==> src/rtl/ps2_pkg.sv <==
// Shared types and constants for the PS/2 receive front end.
package ps2_pkg;

  typedef enum logic [1:0] {
    IDLE,
    DATA,
    PARITY,
    STOP
  } ps2_state_e;

  localparam int FRAME_BITS = 8;

  // Active-low gfedcba patterns, index = hex digit.
  localparam logic [6:0] SEG_LUT [16] = '{
    7'h40, 7'h79, 7'h24, 7'h30,
    7'h19, 7'h12, 7'h02, 7'h78,
    7'h00, 7'h10, 7'h08, 7'h03,
    7'h46, 7'h21, 7'h06, 7'h0E
  };

endpackage

==> src/rtl/ps2_rx_interface_if.sv <==
// PS/2 pin and received-byte bundle.
interface ps2_rx_if;

  logic       ps2_clock;
  logic       ps2_data;
  logic [7:0] ps2_key_data;
  logic       ps2_key_pressed;
  logic [7:0] ps2_out;
  logic       frame_error;

  modport master (
    output ps2_clock,
    output ps2_data,
    input  ps2_key_data,
    input  ps2_key_pressed,
    input  ps2_out,
    input  frame_error
  );

  modport slave (
    input  ps2_clock,
    input  ps2_data,
    output ps2_key_data,
    output ps2_key_pressed,
    output ps2_out,
    output frame_error
  );

endinterface

==> src/rtl/hex_seg_decoder.sv <==
// One hex digit to active-low gfedcba seven-segment pattern.
module hex_seg_decoder
  import ps2_pkg::*;
(
  input  logic [3:0] hex_i,
  output logic [6:0] seg_o
);

  assign seg_o = SEG_LUT[hex_i];

endmodule

==> src/rtl/ps2_rx_interface.sv <==
// PS/2 keyboard receiver: sync, deglitch, 11-bit frame deserializer.
// Define PS2_SEG_EN to add seg_lo/seg_hi hex digit outputs.
module ps2_rx_interface
  import ps2_pkg::*;
#(
  parameter int unsigned FILTER_LEN     = 8,
  parameter int unsigned TIMEOUT_CYCLES = 50000
) (
  input  logic       clock,
  input  logic       reset,
  ps2_rx_if.slave    bus
`ifdef PS2_SEG_EN
  ,
  output logic [6:0] seg_lo,
  output logic [6:0] seg_hi
`endif
);

  localparam int FW = $clog2(FILTER_LEN + 1);
  localparam int TW = $clog2(TIMEOUT_CYCLES + 1);
  localparam int BW = $clog2(FRAME_BITS);

  logic          clk_s1_q, clk_s2_q;
  logic          dat_s1_q, dat_s2_q;
  logic          filt_q, filt_d;
  logic          fprev_q;
  logic [FW-1:0] fcnt_q, fcnt_d;
  logic          fall;

  ps2_state_e    state_q, state_d;
  logic [BW-1:0] bcnt_q, bcnt_d;
  logic [7:0]    shift_q, shift_d;
  logic          par_q, par_d;
  logic [TW-1:0] tout_q, tout_d;
  logic          kp_q, kp_d;
  logic          err_q, err_d;
  logic [7:0]    kd_q, kd_d;
  logic [7:0]    out_q, out_d;

  // Level change only after FILTER_LEN consecutive differing samples.
  always_comb begin
    filt_d = filt_q;
    fcnt_d = '0;
    if (clk_s2_q != filt_q) begin
      if (fcnt_q == FW'(FILTER_LEN - 1))
        filt_d = clk_s2_q;
      else
        fcnt_d = fcnt_q + 1'b1;
    end
  end

  assign fall = fprev_q & ~filt_q;

  always_comb begin
    state_d = state_q;
    bcnt_d  = bcnt_q;
    shift_d = shift_q;
    par_d   = par_q;
    tout_d  = '0;
    kp_d    = 1'b0;
    err_d   = 1'b0;
    kd_d    = kd_q;
    out_d   = out_q;
    if (state_q != IDLE && !fall)
      tout_d = tout_q + 1'b1;
    unique case (state_q)
      IDLE: begin
        if (fall && !dat_s2_q) begin
          state_d = DATA;
          bcnt_d  = '0;
        end
      end
      DATA: begin
        if (fall) begin
          shift_d = {dat_s2_q, shift_q[7:1]};
          bcnt_d  = bcnt_q + 1'b1;
          if (bcnt_q == BW'(FRAME_BITS - 1))
            state_d = PARITY;
        end
      end
      PARITY: begin
        if (fall) begin
          par_d   = dat_s2_q;
          state_d = STOP;
        end
      end
      STOP: begin
        if (fall) begin
          state_d = IDLE;
          if (dat_s2_q && (^{shift_q, par_q})) begin
            kp_d  = 1'b1;
            kd_d  = shift_q;
            out_d = shift_q;
          end else begin
            err_d = 1'b1;
          end
        end
      end
      default: state_d = IDLE;
    endcase
    if (tout_d == TW'(TIMEOUT_CYCLES)) begin
      state_d = IDLE;
      err_d   = 1'b1;
      tout_d  = '0;
    end
  end

  always_ff @(posedge clock) begin
    if (reset) begin
      clk_s1_q <= 1'b1;
      clk_s2_q <= 1'b1;
      dat_s1_q <= 1'b1;
      dat_s2_q <= 1'b1;
      filt_q   <= 1'b1;
      fprev_q  <= 1'b1;
      fcnt_q   <= '0;
      state_q  <= IDLE;
      bcnt_q   <= '0;
      shift_q  <= '0;
      par_q    <= 1'b0;
      tout_q   <= '0;
      kp_q     <= 1'b0;
      err_q    <= 1'b0;
      kd_q     <= '0;
      out_q    <= '0;
    end else begin
      clk_s1_q <= bus.ps2_clock;
      clk_s2_q <= clk_s1_q;
      dat_s1_q <= bus.ps2_data;
      dat_s2_q <= dat_s1_q;
      filt_q   <= filt_d;
      fprev_q  <= filt_q;
      fcnt_q   <= fcnt_d;
      state_q  <= state_d;
      bcnt_q   <= bcnt_d;
      shift_q  <= shift_d;
      par_q    <= par_d;
      tout_q   <= tout_d;
      kp_q     <= kp_d;
      err_q    <= err_d;
      kd_q     <= kd_d;
      out_q    <= out_d;
    end
  end

  assign bus.ps2_key_data    = kd_q;
  assign bus.ps2_key_pressed = kp_q;
  assign bus.ps2_out         = out_q;
  assign bus.frame_error     = err_q;

`ifdef PS2_SEG_EN
  hex_seg_decoder u_seg_lo (
    .hex_i (out_q[3:0]),
    .seg_o (seg_lo)
  );

  hex_seg_decoder u_seg_hi (
    .hex_i (out_q[7:4]),
    .seg_o (seg_hi)
  );
`endif

endmodule

==> src/flat_wrapper.sv <==
// flat-port wrapper written by rule: the top's interface ports become plain ports
module ps2_rx_interface_flat import ps2_pkg::*;
#(
  parameter int unsigned FILTER_LEN     = 8,
  parameter int unsigned TIMEOUT_CYCLES = 50000
)
  (clock, reset, bus_ps2_clock, bus_ps2_data, bus_ps2_key_data, bus_ps2_key_pressed, bus_ps2_out, bus_frame_error);
  ps2_rx_if bus_i ();
  input  logic clock;
  input  logic reset;
  input wire logic [$bits(bus_i.ps2_clock)-1:0] bus_ps2_clock;
  input wire logic [$bits(bus_i.ps2_data)-1:0] bus_ps2_data;
  output wire logic [$bits(bus_i.ps2_key_data)-1:0] bus_ps2_key_data;
  output wire logic [$bits(bus_i.ps2_key_pressed)-1:0] bus_ps2_key_pressed;
  output wire logic [$bits(bus_i.ps2_out)-1:0] bus_ps2_out;
  output wire logic [$bits(bus_i.frame_error)-1:0] bus_frame_error;
  assign bus_i.ps2_clock = bus_ps2_clock;
  assign bus_i.ps2_data = bus_ps2_data;
  assign bus_ps2_key_data = bus_i.ps2_key_data;
  assign bus_ps2_key_pressed = bus_i.ps2_key_pressed;
  assign bus_ps2_out = bus_i.ps2_out;
  assign bus_frame_error = bus_i.frame_error;
  ps2_rx_interface #(.FILTER_LEN(FILTER_LEN), .TIMEOUT_CYCLES(TIMEOUT_CYCLES)) u_core (.clock(clock), .reset(reset), .bus(bus_i));
endmodule
==> config.mk <==
export PLATFORM = sky130hd
export DESIGN_NAME = ps2_rx_interface_flat
export DESIGN_NICKNAME = d
export VERILOG_FILES = /design/src/rtl/ps2_pkg.sv /design/src/rtl/ps2_rx_interface_if.sv /design/src/rtl/hex_seg_decoder.sv /design/src/rtl/ps2_rx_interface.sv /design/src/flat_wrapper.sv
export SDC_FILE = /design/constraint.sdc
export NUM_CORES = 1
export LEC_CHECK = 0
export CORE_MARGIN = 3
export CORE_UTILIZATION = 50
export DETAILED_ROUTE_END_ITERATION = 8
export MAX_ROUTING_LAYER = met4
export PLACE_DENSITY = 0.71
export SYNTH_ARGS = -nofsm -noshare
export SYNTH_HDL_FRONTEND = slang
export SYNTH_HIERARCHICAL = 1
export SYNTH_SLANG_ARGS = --single-unit
==> constraint.sdc <==
create_clock -name clock -period 2.96 [get_ports clock]
set_input_delay 0.592 -clock clock [delete_from_list [all_inputs] [get_ports clock]]
set_output_delay 0.592 -clock clock [all_outputs]
set_load 0.01 [all_outputs]
==> run_results.csv <==
group,metric,value,unit
run_status,status,"completed",
setup_path,crit_type,"flip-flop to flip-flop",
power,power_density,450.2,nW/um^2
cts,clk_latency,0.30,ns
synthesis,ys_seq_elements,50,
cts,h-tree-depth,2,
die,floorplan.die.height,74.96,um
global_route,grt_pass1_vias,1472,
cts,hold_buffers,0,
die,chipWidth,74.96,um
layout,final_nets,277,
timing,slew-limit-headroom,66.39,%
cts,numClockSinks,50,
global_route,grt_antenna_before_repair,0,
setup_path,cp.arrival,2.72,ns
routing,drtAntennaViolNets,0,
setup_path,critPathRequiredTime,3.12,ns
setup_path,critPathMaxStageDelay,0.57,ns
global_route,gr-total-overflow,0,
synthesis,synth_ff_type,"dfxtp_1",
layout,mostFrequentLayoutCells,"50 x dfxtp_1, 39 x nor2_1, 21 x clkdlybuf4s50_1",
timing,rsz0062_at_grt,"no",
die,start_util,53.13,%
power,total_power,1.201,mW
timing,finClkSkew,0.01410,ns
timing,setup_tns,0,ns
synthesis,syn_inst,251,
layout,layout.cells.most_common,"dfxtp_1",
place,dp.cells,310,
die,ios,22,
layout,area_delta_synth_final,12.26,%
place,hpwl,2850,um
timing,finalMaxSlewViolations,0,
die,rows,24,
global_route,grt_use_total,15.63,%
layout,n_antenna_cell,0,
synthesis,synthDistinctLibCells,41,
synthesis,ys_warn_count,6,
cts,cts_resized,0,
cts,cts_buffer_depth,2,
timing,worst_pin_slew,0.5024,ns
routing,first_pass_iters,4,
setup_path,rr_endpoint,"u_core/tout_q[4]$_SDFF_PP0_",
layout,drive_above_1_share,9.774,%
layout,fillCellCount,366,
hold_path,hold_depth,1,
synthesis,synth-edff-count,0,
timing,max_freq,0.3912,GHz
synthesis,yosysSeqAreaShare,42.11,%
place,dpl-instance-area,2547,sq um
synthesis,synth_area,2377,sq um
layout,fin_util,59.65,%
setup_path,cpMaxStageDelayCell,"o41ai_4",
place,portBuffers,21,
global_route,grt_max_degree,28,
hold_path,hold_start,"u_core/clk_s1_q$_SDFF_PP1_",
cts,post_cts_buffers,0,
timing,period_share,86.36,%
timing,setup_viol,0,
global_route,grt_first_pass_wirelength,6665,um
routing,vias,1717,
cts,cts_tree,"built",
synthesis,avgSynthCellArea,9.471,sq um
cts,clkSlewWorstSetupHoldPaths,0.10,ns
timing,hold_viol_final,0,
synthesis,synthArstFlopShare,0,%
die,die_area,5618,sq um
timing,min_period,2.556,ns
setup_path,path_cells,"inv_1, ha_1, nor4_1, nand3_1, or4b_4, o41ai_4, nor3b_1",
layout,design_area,2669,sq um
routing,first_iter_violations,162,
die,core,4474,sq um
routing,routed_wl,3896,um
setup_path,end_kind,"flip-flop",
setup_path,r2r-start,"u_core/state_q[0]$_SDFFE_PP0P_",
cts,numCtsBuffers,5,
setup_path,crit_path_max_fanout,10,
power,peakVddDrop,0.3001,mV
setup_path,setup.worst_path.start_class,"flip-flop",
setup_path,r2r_setup_slack,0.40,ns
power,leakage,1.068,nW
place,place_congestion,0.8365,
layout,layout.cells.non_filler,318,
flow_run,maxCapViolations,0,
routing,viasPerCell,5.399,
cts,root_buffer,"clkbuf_8",
routing,wl_per_cell,12.25,um
routing,drc_errors,0,
synthesis,synth_fp_nets,263,
setup_path,reg2regPathDepth,7,
hold_path,hp-class,"flip-flop to flip-flop",
hold_path,min_to,"u_core/clk_s2_q$_SDFF_PP1_",
[Yosys cell counts, types with 2 or more instances]
cell type,n,area (sq um)
nor2_1,39,146.4
nor4_1,6,37.54
nand3_1,10,50.05
and3_1,2,12.51
nand3b_1,2,15.01
mux2i_1,19,190.2
clkbuf_1,3,11.26
nand2b_1,2,12.51
o21ai_0,5,25.02
xnor2_1,15,131.4
ha_1,8,100.1
nand2_1,16,60.06
inv_1,7,26.28
nor3_1,10,50.05
xor2_1,6,52.55
dfxtp_1,50,1001
nor3b_1,3,22.52
or2_2,7,43.79
a21oi_1,5,25.02
nand4_1,5,31.28
buf_4,10,75.07
buf_6,2,22.52
[worst max-delay path, delay by kind of cell (launching register included)]
kind	cells	cell delay, ns
buffers and inverters	1	0.09
AO/OA/AOI/OAI	1	0.57
AND/OR/NAND/NOR	4	1.06
adder cells (fa/ha/maj)	1	0.32
flip-flops	1	0.38
[logic make-up after synthesis]
kind of cell | share of synthesized area, %
adder cells (fa/ha/maj) | 4.211
XOR/XNOR | 8.684
AND/OR/NAND/NOR | 24.84
flip-flops | 42.11
buffers and inverters | 6.473
multiplexers | 8.474
AO/OA/AOI/OAI | 5.211
[stage by stage]
step / worst slack (ns) / hold slack [ns]
3_3_place_gp: 0.4878 / 0.3958
5_1_grt: 0.2227 / 0.4426
3_5_place_dp: 0.4492 / 0.3961
2_1_floorplan: 0.6160 / 0.3895
4_1_cts: 0.4261 / 0.4277
6_report: 0.4038 / 0.4229
[sequential cells by signal, summed over array words and instances (netlist names)]
name / flops
u_core/filt_q: 1
u_core/bus.ps2_out: 8
u_core/dat_s2_q: 1
u_core/bcnt_q: 3
u_core/par_q: 1
u_core/fprev_q: 1
u_core/bus.frame_error: 1
u_core/shift_q: 8
u_core/state_q: 2
u_core/clk_s2_q: 1
u_core/tout_q: 16
u_core/bus.ps2_key_pressed: 1
u_core/clk_s1_q: 1
u_core/dat_s1_q: 1
u_core/fcnt_q: 4
[where the power goes]
part,leakage (nW),switching (mW),total (mW),internal [mW]
sequential,0.404,0.00221,0.678,0.675
clock,0.0618,0.221,0.499,0.278
combinational,0.603,0.0146,0.0250,0.0104
total,1.07,0.238,1.20,0.964
[per-layer routing]
layer  GRT usage [%]  vias up  part of all wire, %  routed length, um
met5               -        -                    0                  0
met4           4.150        0                  1.0                 40
met3           3.605        4                  3.8                149
met2           22.34       38                   44               1710
met1           22.16      791                   51               1996
li1                -      884                    -                  -
[how the worst max path moves through the flow]
stage,start,slack (ns),end
final,u_core/state_q[0]$_SDFFE_PP0P_,0.40,u_core/tout_q[4]$_SDFF_PP0_
after global routing,u_core/state_q[1]$_SDFFE_PP0P_,0.22,u_core/tout_q[4]$_SDFF_PP0_
after CTS,u_core/state_q[0]$_SDFFE_PP0P_,0.43,u_core/tout_q[4]$_SDFF_PP0_
after detailed placement,u_core/state_q[0]$_SDFFE_PP0P_,0.45,u_core/state_q[0]$_SDFFE_PP0P_
after global placement,u_core/tout_q[9]$_SDFF_PP0_,0.49,u_core/tout_q[14]$_SDFF_PP0_
after floorplan,u_core/state_q[0]$_SDFFE_PP0P_,0.62,u_core/state_q[0]$_SDFFE_PP0P_
[final cells by class]
| cell class | instances | area (sq um) | share of cell area [%] |
|---|---|---|---|
| Clock buffer | 6 | 82.58 | 3.094 |
| Clock inverter | 2 | 38.79 | 1.453 |
| Inverter | 7 | 26.28 | 0.9845 |
| Multi-Input combinational cell | 177 | 1222 | 45.80 |
| Sequential cell | 50 | 1001 | 37.51 |
| Tap cell | 52 | 65.06 | 2.438 |
| Timing Repair Buffer | 24 | 232.7 | 8.720 |
Note: power is estimated with default switching activity, not from simulation.
